<file path="src/rtl/sysop_unit.sv">
// SYSTEM-opcode unit (MRET/ECALL/EBREAK/WFI/Zicsr): decodes one instruction per handshake and runs the CSR read-modify-write.
// Latency: 1 cycle for non-CSR ops, plus one cycle per CSR bus access. o_ready is high only in IDLE; bus requests are held until ack.
module sysop_unit #(
  parameter int XLEN        = 32,
  parameter bit ENABLE_WFI  = 1'b1,
  parameter int CSR_TIMEOUT = 16
) (
  input  logic            i_clk,
  input  logic            i_rst,
  input  logic            i_valid,
  output logic            o_ready,
  input  logic [31:0]     i_inst,
  input  logic [XLEN-1:0] i_rs1_data,
  input  logic            i_flush,
  input  logic            i_irq_pending,
  output logic            o_done,
  output logic            o_rd_we,
  output logic [4:0]      o_rd_addr,
  output logic [XLEN-1:0] o_rd_data,
  output logic            o_trap,
  output logic [3:0]      o_cause,
  output logic            o_mret,
  output logic            o_wfi,
  output logic            o_csr_req,
  output logic            o_csr_we,
  output logic [11:0]     o_csr_addr,
  output logic [XLEN-1:0] o_csr_wdata,
  input  logic            i_csr_ack,
  input  logic [XLEN-1:0] i_csr_rdata,
  input  logic            i_csr_err
);
  localparam int CW = (CSR_TIMEOUT > 1) ? $clog2(CSR_TIMEOUT) : 1;

  typedef enum logic [2:0] {S_IDLE, S_READ, S_WRITE, S_WFI, S_DONE} state_t;

  state_t          state;
  logic [1:0]      kind_q;
  logic            need_wr_q;
  logic [XLEN-1:0] op_q;
  logic [CW-1:0]   cnt;
  logic            flush_pending;
  logic            done_q, trap_q, mret_q, rd_we_q;
  logic [3:0]      cause_q;

  // Decode straight off the input word; only meaningful when accepting.
  logic [2:0]      f3;
  logic [4:0]      d_rd, d_rs1;
  logic            is_csr, is_mret, is_ecall, is_ebreak, is_wfi, need_rd_d, need_wr_d;
  logic [XLEN-1:0] op_d;
  logic            accept, expire;

  assign f3        = i_inst[14:12];
  assign d_rd      = i_inst[11:7];
  assign d_rs1     = i_inst[19:15];
  assign is_csr    = (i_inst[6:0] == 7'b1110011) && (f3[1:0] != 2'b00);
  assign is_mret   = (i_inst == 32'h3020_0073);
  assign is_ecall  = (i_inst == 32'h0000_0073);
  assign is_ebreak = (i_inst == 32'h0010_0073);
  assign is_wfi    = ENABLE_WFI && (i_inst == 32'h1050_0073);
  assign need_rd_d = is_csr && ((f3[1:0] != 2'b01) || (d_rd != 5'd0));
  assign need_wr_d = is_csr && ((f3[1:0] == 2'b01) || (d_rs1 != 5'd0));
  assign op_d      = i_inst[14] ? XLEN'(d_rs1) : i_rs1_data;

  assign o_ready = (state == S_IDLE) && !i_flush && !i_rst;
  assign accept  = i_valid && o_ready;
  assign expire  = (CSR_TIMEOUT != 0) && (cnt == CW'(CSR_TIMEOUT - 1));

  assign o_done  = done_q && !i_flush;
  assign o_rd_we = o_done && rd_we_q;
  assign o_trap  = o_done && trap_q;
  assign o_mret  = o_done && mret_q;
  assign o_cause = o_done ? cause_q : 4'd0;
  assign o_wfi   = (state == S_WFI);

  function automatic logic [XLEN-1:0] rmw(input logic [1:0] k, input logic [XLEN-1:0] old,
                                          input logic [XLEN-1:0] op);
    case (k)
      2'b10:   rmw = old | op;
      2'b11:   rmw = old & ~op;
      default: rmw = op;
    endcase
  endfunction

  always_ff @(posedge i_clk or posedge i_rst) begin
    if (i_rst) begin
      state         <= S_IDLE;
      kind_q        <= 2'b00;
      need_wr_q     <= 1'b0;
      op_q          <= '0;
      cnt           <= '0;
      flush_pending <= 1'b0;
      done_q        <= 1'b0;
      trap_q        <= 1'b0;
      mret_q        <= 1'b0;
      rd_we_q       <= 1'b0;
      cause_q       <= 4'd0;
      o_rd_addr     <= 5'd0;
      o_rd_data     <= '0;
      o_csr_req     <= 1'b0;
      o_csr_we      <= 1'b0;
      o_csr_addr    <= 12'd0;
      o_csr_wdata   <= '0;
    end else begin
      case (state)
        S_IDLE: begin
          flush_pending <= 1'b0;
          if (accept) begin
            kind_q     <= f3[1:0];
            need_wr_q  <= need_wr_d;
            op_q       <= op_d;
            o_rd_addr  <= d_rd;
            o_rd_data  <= '0;
            o_csr_addr <= i_inst[31:20];
            cnt        <= '0;
            if (need_rd_d) begin
              state     <= S_READ;
              o_csr_req <= 1'b1;
              o_csr_we  <= 1'b0;
            end else if (is_csr) begin
              // Only CSRRW/CSRRWI with rd=x0 skip the read, so the write data is the operand.
              state       <= S_WRITE;
              o_csr_req   <= 1'b1;
              o_csr_we    <= 1'b1;
              o_csr_wdata <= op_d;
            end else if (is_wfi) begin
              state <= S_WFI;
            end else begin
              state   <= S_DONE;
              done_q  <= 1'b1;
              mret_q  <= is_mret;
              trap_q  <= !is_mret;
              cause_q <= is_ecall ? 4'd11 : (is_ebreak ? 4'd3 : (is_mret ? 4'd0 : 4'd2));
            end
          end
        end
        S_READ: begin
          if (i_flush) begin
            state     <= S_IDLE;
            o_csr_req <= 1'b0;
          end else if (i_csr_ack) begin
            if (i_csr_err) begin
              state     <= S_DONE;
              o_csr_req <= 1'b0;
              done_q    <= 1'b1;
              trap_q    <= 1'b1;
              cause_q   <= 4'd2;
            end else begin
              o_rd_data <= i_csr_rdata;
              if (need_wr_q) begin
                state       <= S_WRITE;
                cnt         <= '0;
                o_csr_we    <= 1'b1;
                o_csr_wdata <= rmw(kind_q, i_csr_rdata, op_q);
              end else begin
                state     <= S_DONE;
                o_csr_req <= 1'b0;
                done_q    <= 1'b1;
                rd_we_q   <= (o_rd_addr != 5'd0);
              end
            end
          end else if (expire) begin
            state     <= S_DONE;
            o_csr_req <= 1'b0;
            done_q    <= 1'b1;
            trap_q    <= 1'b1;
            cause_q   <= 4'd2;
          end else begin
            cnt <= cnt + 1'b1;
          end
        end
        S_WRITE: begin
          // A write cannot be abandoned once issued; a flush only hides its completion.
          if (i_flush) flush_pending <= 1'b1;
          if (i_csr_ack || expire) begin
            o_csr_req <= 1'b0;
            o_csr_we  <= 1'b0;
            if (flush_pending || i_flush) begin
              state <= S_IDLE;
            end else begin
              state   <= S_DONE;
              done_q  <= 1'b1;
              trap_q  <= !i_csr_ack || i_csr_err;
              cause_q <= (!i_csr_ack || i_csr_err) ? 4'd2 : 4'd0;
              rd_we_q <= i_csr_ack && !i_csr_err && (o_rd_addr != 5'd0);
            end
          end else begin
            cnt <= cnt + 1'b1;
          end
        end
        S_WFI: begin
          if (i_flush) begin
            state <= S_IDLE;
          end else if (i_irq_pending) begin
            state  <= S_DONE;
            done_q <= 1'b1;
          end
        end
        default: begin
          state   <= S_IDLE;
          done_q  <= 1'b0;
          trap_q  <= 1'b0;
          mret_q  <= 1'b0;
          rd_we_q <= 1'b0;
          cause_q <= 4'd0;
        end
      endcase
    end
  end
endmodule

</file>
<file path="config.mk">
export PLATFORM = sky130hd
export DESIGN_NAME = sysop_unit
export DESIGN_NICKNAME = d
export VERILOG_FILES = /design/src/rtl/sysop_unit.sv
export SDC_FILE = /design/constraint.sdc
export NUM_CORES = 1
export LEC_CHECK = 0
export ABC_AREA = 1
export CORE_UTILIZATION = 39
export DETAILED_ROUTE_END_ITERATION = 8
export PLACE_DENSITY = 0.74
export SYNTH_ARGS = -nofsm -noshare
export SYNTH_HDL_FRONTEND = slang
export SYNTH_SLANG_ARGS = --single-unit
</file>
<file path="constraint.sdc">
create_clock -name i_clk -period 4.79 [get_ports i_clk]
set_input_delay 0.958 -clock i_clk [delete_from_list [all_inputs] [get_ports i_clk]]
set_output_delay 0.958 -clock i_clk [all_outputs]
set_load 0.01 [all_outputs]
</file>
==> impl_metrics.toml, run 1 <==
[synthesis]
synth_xor_area_share_pct = 0.2494
synthCells = 913
ys_top_cells_by_count = "nand2_1 (163), inv_1 (141), dfrtp_1 (133), o21ai_0 (125), nor2_1 (88)"
yosysWarnings = 0
syn_avg_cell_area_um2 = 7.692
yosys-top-cells-area = "dfrtp_1 (47%), o21ai_0 (8.9%), nand2_1 (8.7%)"
seq_area_frac_synth_pct = 47.39
yosysTopAreaCell = "dfrtp_1"
netlist_area_um2 = 7023
synth_simple_gate_area_share_pct = 23.23
synth-main-ff-cell = "dfrtp_1"
synth_top_family_by_area = "simple AND/OR/NAND/NOR gates"
synthesis.nets = 1017
yosysMostFrequentCell = "nand2_1"
async_reset_ff_share_pct = 100.0
synth_cell_types = 34
yosysTopAreaCellShare_pct = 47.39
synth_compound_area_share_pct = 17.35
synth_fa_ha_area_share_pct = 0.1782
ys_ff_latch = 133
synth_edf_count = 0
muxShareOfSynthArea_pct = 0

[route]
route.met3.wl_mm = 1.507
drt.antenna.violating_nets = 0
met1_length_mm = 8.781
num_vias = 6627
via_per_inst = 5.009
wirelength_mm = 19.89
drt-wirelength-per-cell_um = 15.03
drt_iter0_drc = 368
maxUsedRoutingLayer = "met4"
route.detailed.drc = 0
wl_met2_mm = 9.200
first_pass_iters = 5

[hold_path]
holdPathEnd = "o_csr_we"
worstHoldPathCells = 2
hold_class = "register to register"
min_from = "o_csr_we"

[cells_and_area]
antennaDiodeCount = 0
fillers = 1603
post-route-util_pct = 55.52
nets = 1189
fin_area_um2 = 9671
drive_above_1_share_pct = 9.472
area_growth_pct = 37.70
multi_input_area_um2 = 2893
regArea_um2 = 3328

[sta]
fin_tns_setup_ns = 0
skew_ns = 0.008166
fmax_mhz = 283.5
setup_slack_ns = 1.263
slew_violations = 0
rsz0062_at_grt = "false"
slew_headroom_pct = 27.91
period_share_pct = 73.63
hold_viol = 0
tightest_slew_ns = 1.081
min_period_ns = 3.527
setup_viol = 0

[critical_path]
crit_family = "buffers and inverters"
arrival_ns = 2.57
reg2reg_slack_ns = 1.79
worstSetupStartpointType = "primary input"
crit_path_end_kind = "output port"
critical_path.max_stage_delay_ns = 0.50
slowest_stage = "clkdlybuf4s50_1"
r2r_end = "o_csr_wdata[18]"
path_depth = 5
r2r_start = "state[2]"
critical_path_class = "primary input to output port"
crit_chain = "clkdlybuf4s50_1 -> clkinvlp_4 -> nand2_2 -> nor2_1 -> clkdlybuf4s50_1"
critical_path_buf_inv_count = 3
worst_ep_required_time_ns = 3.83
path_max_fanout = 14
rr_worst_depth = 9
crit_top_cell = "clkdlybuf4s50_1"

[place]
place_area_um2 = 9040
gp_congestion = 0.9059
hpwlAfterDp_mm = 13.69
io_buffers = 194
dpl_worst_slack_ns = 1.245

[power_and_ir_drop]
cellPowerDensity_nw_per_um2 = 388.0
finalPower_mw = 3.752
peakVddDrop_v = 0.0002796
cellLeakagePower_nw = 4.406

[grt]
overflow = 0
grt_antenna_before_repair = 0
grt_pass1_vias = 6291
grt.total_usage_pct = 22.29
grt_max_degree = 75
grt_pass1_wl_mm = 31.74

[cts]
postCtsSetupBuffers = 0
clock_latency_ns = 0.43
cts.path.max_buffers = 2
cts_sinks = 133
htree_num_levels = 4
clk_pin_slew_ns = 0.06
cts_hold_buf = 0
numCtsBuffers = 17
cts-root-buf = "clkbuf_16"
cts_tree = "done"
cts_resized = 0

[floorplanning]
die_area_um2 = 18550
die_x_um = 136.2
io_pins = 196
die_y_um = 136.2
num_rows = 48
start_util_pct = 40.32
core-area_um2 = 17420

[outcome]
status = "finished, final reports clean"

[flow_run]
cap_violations = 0
-- registers in the layout, summed over array words and instances (netlist names) --
register and flops:
mret_q 1, op_q 32, kind_q 2, o_csr_req 1
state 3, o_csr_addr 12, need_wr_q 1, cause_q 3
trap_q 1, o_csr_wdata 32, flush_pending 1, o_rd_addr 5
o_rd_data 32, cnt 4, rd_we_q 1, o_csr_we 1
done_q 1
-- cells by family (layout without fill, tap and decap cells) --
logic type / Yosys count / in the layout
AO/OA/AOI/OAI: 209 / 209
XOR/XNOR: 2 / 2
adder cells (fa/ha/maj): 1 / 1
buffers and inverters: 193 / 378
flip-flops: 133 / 133
other: 1 / 1
AND/OR/NAND/NOR: 374 / 374
-- worst register-to-register path, delay by kind of cell, from the launching register on --
family	cells	cell delay [ns]
AO/OA/AOI/OAI	3	0.43
flip-flops	1	0.44
AND/OR/NAND/NOR	4	0.74
buffers and inverters	2	1.31
-- how the worst max path moves through the flow --
| stage | start | to | slack [ns] |
|---|---|---|---|
| final | i_rst | o_ready | 1.26 |
| after global routing | i_rst | o_ready | 1.11 |
| after CTS | i_rst | o_ready | 1.24 |
| after detailed placement | i_rst | o_ready | 1.25 |
| after global placement | i_rst | o_ready | 1.26 |
| after floorplan | i_rst | o_ready | 0.46 |
-- per-stage QoR --
step / std cells / hold slack, ns
after global routing: 1323 / 0.5030
after global placement: 1291 / 0.4647
after floorplan: 913 / 0.4478
final: 1323 / 0.4828
after detailed placement: 1291 / 0.4709
after CTS: 1323 / 0.4877
-- metal layers --
metal | GRT usage [%] | vias to the layer above
met4 | 8.457 | 0
met1 | 29.31 | 3083
li1 | - | 3272
met2 | 35.31 | 246
met5 | 0 | -
met3 | 5.444 | 26
-- power breakdown --
part,total [mW],leakage [nW],switching [mW],internal (mW)
logic,0.911,2.33,0.513,0.398
clock network,1.39,0.299,0.518,0.873
registers,1.45,1.78,0.123,1.33
total,3.75,4.41,1.15,2.60
-- cell type report --
class	count	area share (%)
well taps	225	2.911
flip-flops and latches	133	34.42
repair buffers	199	20.47
multi-input cells	587	29.91
clock buffers	17	4.399
inverters	147	5.770
clock inverters	15	2.122
-- cell usage in the layout, fill, tap and decap left out, types with 2 or more instances in the layout --
master | Yosys | routed
a21oi_1 | 6 | 6
a31oi_1 | 5 | 5
buf_4 | 4 | 5
bufinv_16 | 0 | 4
clkbuf_16 | 0 | 17
clkdlybuf4s50_1 | 0 | 194
clkinv_2 | 0 | 2
clkinv_4 | 0 | 5
clkinvlp_4 | 0 | 4
dfrtp_1 | 133 | 133
inv_1 | 141 | 140
inv_2 | 5 | 5
nand2_1 | 163 | 162
nand2_2 | 25 | 26
nand3_1 | 57 | 57
nand4_1 | 3 | 3
nor2_1 | 88 | 88
nor2_4 | 3 | 3
nor3_1 | 31 | 31
o21ai_0 | 125 | 125
o21ai_1 | 15 | 15
o21ai_2 | 26 | 26
o22ai_1 | 27 | 27
xor2_1 | 2 | 2
No activity file was read; power rests on OpenSTA's default activity.
==> run 2: changes to the inputs <==
Clock period 4.79 ns to 2.9 ns, I/O delays scaled along.
==> run 2 against run 1 <==
  * Global-route usage is 0.21 points higher
  * Non-clock buffer count is 8 higher
  * Highest routed layer unchanged
  * Setup slack worse by 1.0 ns
  * Critical path depth is 1 lower
  * Count of clock-buffer cells in the layout is 6 higher
  * Via count is 0.92% lower
  * Clock skew is 0.0014 ns lower
  * Largest cell class unchanged
  * Sequential share of layout area is 0.32 points lower
==> impl_metrics.toml, run 2 (same netlist as run 1, synthesis figures left out) <==
[cells_and_area]
antennaDiodeCount = 0
area_growth_pct = 38.98
reg_top3 = "o_csr_wdata x32, o_rd_data x32, op_q x32"
post-route-util_pct = 56.04
final_common_cell = "clkdlybuf4s50_1"
layout_common_cells = "clkdlybuf4s50_1 (194), nand2_1 (161), inv_1 (140)"
nets = 1197
drive_above_1_share_pct = 10.04

[cts]
cts_resized = 0
postCtsSetupBuffers = 0
cts_sinks = 133
htree_num_levels = 4
cts.path.max_buffers = 2
clk_pin_slew_ns = 0.06
cts_tree = "done"
clock_latency_ns = 0.42
cts-root-buf = "clkbuf_16"
numCtsBuffers = 17
cts_hold_buf = 0

[route]
num_vias = 6566
wirelength_mm = 19.86
via_per_inst = 4.933
drt.antenna.violating_nets = 0
route.detailed.drc = 0
drt-wirelength-per-cell_um = 14.92
first_pass_iters = 4
drt_iter0_drc = 474

[floorplanning]
core-area_um2 = 17420
die_area_um2 = 18550
io_pins = 196
die_y_um = 136.2
start_util_pct = 40.32
die_x_um = 136.2
num_rows = 48

[critical_path]
critPathCapture = "o_ready"
critical_path_class = "register to output port"
worst_ep_required_time_ns = 2.32
reg2reg_slack_ns = 0.76
critical_path_buf_inv_count = 1
rr_worst_depth = 9
arrival_ns = 2.06
critical_path.max_stage_delay_ns = 0.57
crit_top_cell = "nor2_1"
path_depth = 4
slowest_stage = "clkdlybuf4s50_1"
r2r_end = "o_csr_wdata[17]"
crit_family = "simple AND/OR/NAND/NOR gates"
path_max_fanout = 6
worstSetupStartpointType = "register"
crit_chain = "nor2_1 -> nand2_1 -> nor2_1 -> clkdlybuf4s50_1"
r2r_start = "state[2]"
crit_path_end_kind = "output port"
crit_start = "state[2]"

[grt]
grt_pass1_wl_mm = 32.01
overflow = 0
grt_pass1_vias = 6362
grt.total_usage_pct = 22.50
grt_max_degree = 134
grt_antenna_before_repair = 0

[sta]
skew_ns = 0.006791
fmax_mhz = 378.4
min_period_ns = 2.643
tightest_slew_ns = 0.7685
hold_viol = 0
setup_viol = 0
slew_violations = 0
period_share_pct = 91.12
rsz0062_at_grt = "false"
slew_headroom_pct = 48.76

[power_and_ir_drop]
p_seq_share_pct = 38.7
p_clk_share_pct = 36.6
finalPower_mw = 6.152
cellLeakagePower_nw = 4.464
power.switching_mw = 1.827
peakVddDrop_v = 0.0004237
cellPowerDensity_nw_per_um2 = 630.3
power_frac_comb_pct = 24.7
netSwitchingFraction_pct = 29.70
p_int_mw = 4.325

[hold_path]
hold_class = "register to register"

[place]
hpwlAfterDp_mm = 13.84
io_buffers = 194
gp_congestion = 0.8619

[flow_run]
cap_violations = 0

[outcome]
status = "finished, final reports clean"
run 2: changes by cell type in the layout (fill, tap and decap cells not counted), sizes merged:
| cell | delta |
|---|---|
| inv | -1 |
| buf | +8 |
| clkinv | -3 |
| clkinvlp | -2 |
| clkbuf | +6 |
run 2: layer usage:
metal  global-route usage [%]  part of all wire (%)
met1                    29.33                    45
met2                    35.96                    47
met3                    4.661                   5.3
met4                    9.877                   2.7
met5                        0                     0
run 2: final cells by class:
cell class	instances	area, um^2
clock inverters	9	151.4
repair buffers	207	2077
flip-flops and latches	133	3328
multi-input cells	587	2907
fillers	1622	7656
clock buffers	23	457.9
well taps	225	281.5
inverters	147	558.0
run 2: worst reg2reg max path: cells and delay by family, from the launching register on:
| family | cells | cell delay [ns] |
|---|---|---|
| flip-flops | 1 | 0.45 |
| AND/OR/NAND/NOR | 4 | 0.65 |
| buffers and inverters | 2 | 0.64 |
| AO/OA/AOI/OAI | 3 | 0.35 |
run 2: worst min path at each step:
stage                    start  slack, ns               to  depth (start not counted)
2_1_floorplan       cause_q[1]       0.44       cause_q[1]                          2
3_3_place_gp            trap_q       0.46           trap_q                          2
3_5_place_dp            trap_q       0.46           trap_q                          2
4_1_cts                 trap_q       0.48           trap_q                          2
5_1_grt        o_csr_wdata[26]       0.50  o_csr_wdata[26]                          2
6_report                trap_q       0.47           trap_q                          2
run 2: power groups by stage:
stage,clock (mW),combinational [mW],sequential [mW]
global placement,0,1.50,2.40
global route,2.38,1.70,2.42
CTS,2.30,1.54,2.38
floorplan,0,0.782,2.44
detailed placement,0,1.53,2.40
finish,2.25,1.52,2.38
run 2: through the flow:
step                      setup slack, ns  area (um^2)  cells  TNS (ns)  hold slack (ns)
after floorplan                   -0.6860         7104    913    -73.45           0.4387
after global placement             0.2810         9151   1299         0           0.4566
after detailed placement           0.2738         9151   1299         0           0.4637
after CTS                          0.2411         9761   1331         0           0.4770
after global routing               0.1791         9761   1331         0           0.5036
final                              0.2574         9761   1331         0           0.4728
==> run 3: changes to the inputs <==
Settings changed: CORE_UTILIZATION 39 to 44, GPL_TIMING_DRIVEN set to 0, PLACE_DENSITY 0.74 to 0.79.
==> run 3 against run 2 <==
  * Combinational power rose by 5%
  * Highest routed layer unchanged
  * Sequential power barely moved
  * First-iteration DRC count rose by 5.7%
  * Sequential share of layout area fell by 0.71 points
  * Total power fell by 0.95%
==> impl_metrics.toml, run 3 (same netlist as run 1, synthesis figures left out) <==
[outcome]
status = "finished, final reports clean"

[route]
drt_iter0_drc = 501
drt.antenna.violating_nets = 0
via_per_inst = 5.148
drt-wirelength-per-cell_um = 16.19
route.detailed.drc = 0
wirelength_mm = 21.93
first_pass_iters = 5
num_vias = 6976

[cts]
cts_tree = "done"
cts_sinks = 133
clock_latency_ns = 0.43
cts-root-buf = "clkbuf_16"
cts.path.max_buffers = 2
cts_hold_buf = 0
htree_num_levels = 4
clk_pin_slew_ns = 0.06
numCtsBuffers = 17

[sta]
slew_headroom_pct = 49.46
fin_tns_setup_ns = 0
rsz0062_at_grt = "false"
setup_slack_ns = 0.2394
skew_ns = 0.007211
fmax_mhz = 375.9
min_period_ns = 2.661
hold_ws_ns = 0.4377
hold_viol = 0
period_share_pct = 91.74
slew_violations = 0
tightest_slew_ns = 0.7540
setup_viol = 0

[critical_path]
r2r_end = "op_q[24]"
crit_chain = "dlygate4sd2_1 -> clkinvlp_4 -> buf_12 -> nand2_2 -> nor2_1 -> clkdlybuf4s50_1"
critical_path_class = "primary input to output port"
arrival_ns = 2.08
worstSetupStartpointType = "primary input"
crit_path_end_kind = "output port"
worst_ep_required_time_ns = 2.32
reg2reg_slack_ns = 0.87
r2r_start = "state[2]"
rr_worst_depth = 7
path_max_fanout = 33
crit_start = "i_rst"
critical_path.max_stage_delay_ns = 0.56
critical_path_buf_inv_count = 4
slowest_stage = "clkdlybuf4s50_1"
crit_family = "buffers and inverters"

[cells_and_area]
final_common_cell = "clkdlybuf4s50_1"
layout_common_cells = "clkdlybuf4s50_1 (192), nand2_1 (162), inv_1 (140)"
antennaDiodeCount = 0
reg_top3 = "o_csr_wdata x32, o_rd_data x32, op_q x32"
instances_no_fill = 1355
nets = 1235
area_growth_pct = 41.92
drive_above_1_share_pct = 11.89
post-route-util_pct = 64.84

[hold_path]
hold_class = "primary input to async pin"

[place]
gp_congestion = 0.8737
dp.cells = 1321
hpwlAfterDp_mm = 16.00
dpl_worst_slack_ns = -0.5492
io_buffers = 194

[floorplanning]
die_y_um = 128.3
io_pins = 196
die_x_um = 128.3
num_rows = 45
core-area_um2 = 15370
start_util_pct = 45.69
die_area_um2 = 16470

[power_and_ir_drop]
peakVddDrop_v = 0.0004728
cellLeakagePower_nw = 4.584
cellPowerDensity_nw_per_um2 = 611.4

[grt]
grt_pass1_vias = 6897
grt.total_usage_pct = 27.94
grt_pass1_wl_mm = 34.96
grt_antenna_before_repair = 0
overflow = 0
grt_max_degree = 38

[flow_run]
cap_violations = 0
-- run 3: cell types whose count changed in the layout (fill, tap and decap cells not counted), moves of 3 or more --
cell | previous run | this run
buf_2 | 0 | 13
clkbuf_1 | 5 | 17
buf_4 | 10 | 5
buf_8 | 0 | 5
buf_6 | 0 | 4
clkinv_4 | 1 | 4
clkinvlp_4 | 2 | 5
-- run 3: report_power, final --
| part | internal (mW) | total, mW | switching (mW) |
|---|---|---|---|
| Sequential | 2.19 | 2.38 | 0.187 |
| Combinational | 0.701 | 1.59 | 0.884 |
| Clock | 1.27 | 2.13 | 0.862 |
-- run 3: repair_timing --
item,4_1_cts,5_1_grt
resized for setup,1,1
setup endpoints to repair,1,2
setup buffers,1,0
cloned,1,0
-- run 3: cell type report --
cell class | instances | area (um^2)
timing repair buffer | 198 | 2011
buffer | 46 | 320.3
timing repair inverter | 1 | 5.005
tap | 211 | 264.0
sequential | 133 | 3328
clock inverter | 15 | 157.7
fill | 1307 | 5404
inverter | 147 | 558.0
clock buffer | 17 | 425.4
multi-input combinational | 587 | 2898
-- run 3: worst max path at each step --
stage,cells past startpoint,slack (ns),endpoint
after floorplan,8,-0.69,o_csr_wdata[16]
after global placement,5,-2.54,o_ready
after detailed placement,6,-0.55,o_ready
after CTS,5,0.11,o_cause[0]
after global routing,6,0.16,o_ready
final,6,0.24,o_ready
-- run 3: worst min-delay path, stage by stage --
cell and delay [ns]:
dlygate4sd2_1 0.31, clkinvlp_4 0.12, buf_12 0.21
-- run 3: metrics by stage --
step	area (um^2)	total power, mW
after floorplan	7104	3.219
after global routing	9967	6.429
final	9967	6.094
after global placement	9310	3.937
after detailed placement	9370	3.981
after CTS	9965	6.114
-- run 3: metal layers --
layer  up-vias  GRT usage (%)  wire, um
met5         -              0         0
met2       279          45.91     10500
met1      3277          36.93      9629
met3        38          4.449      1235
li1       3382              -         -
met4         0          11.49       566
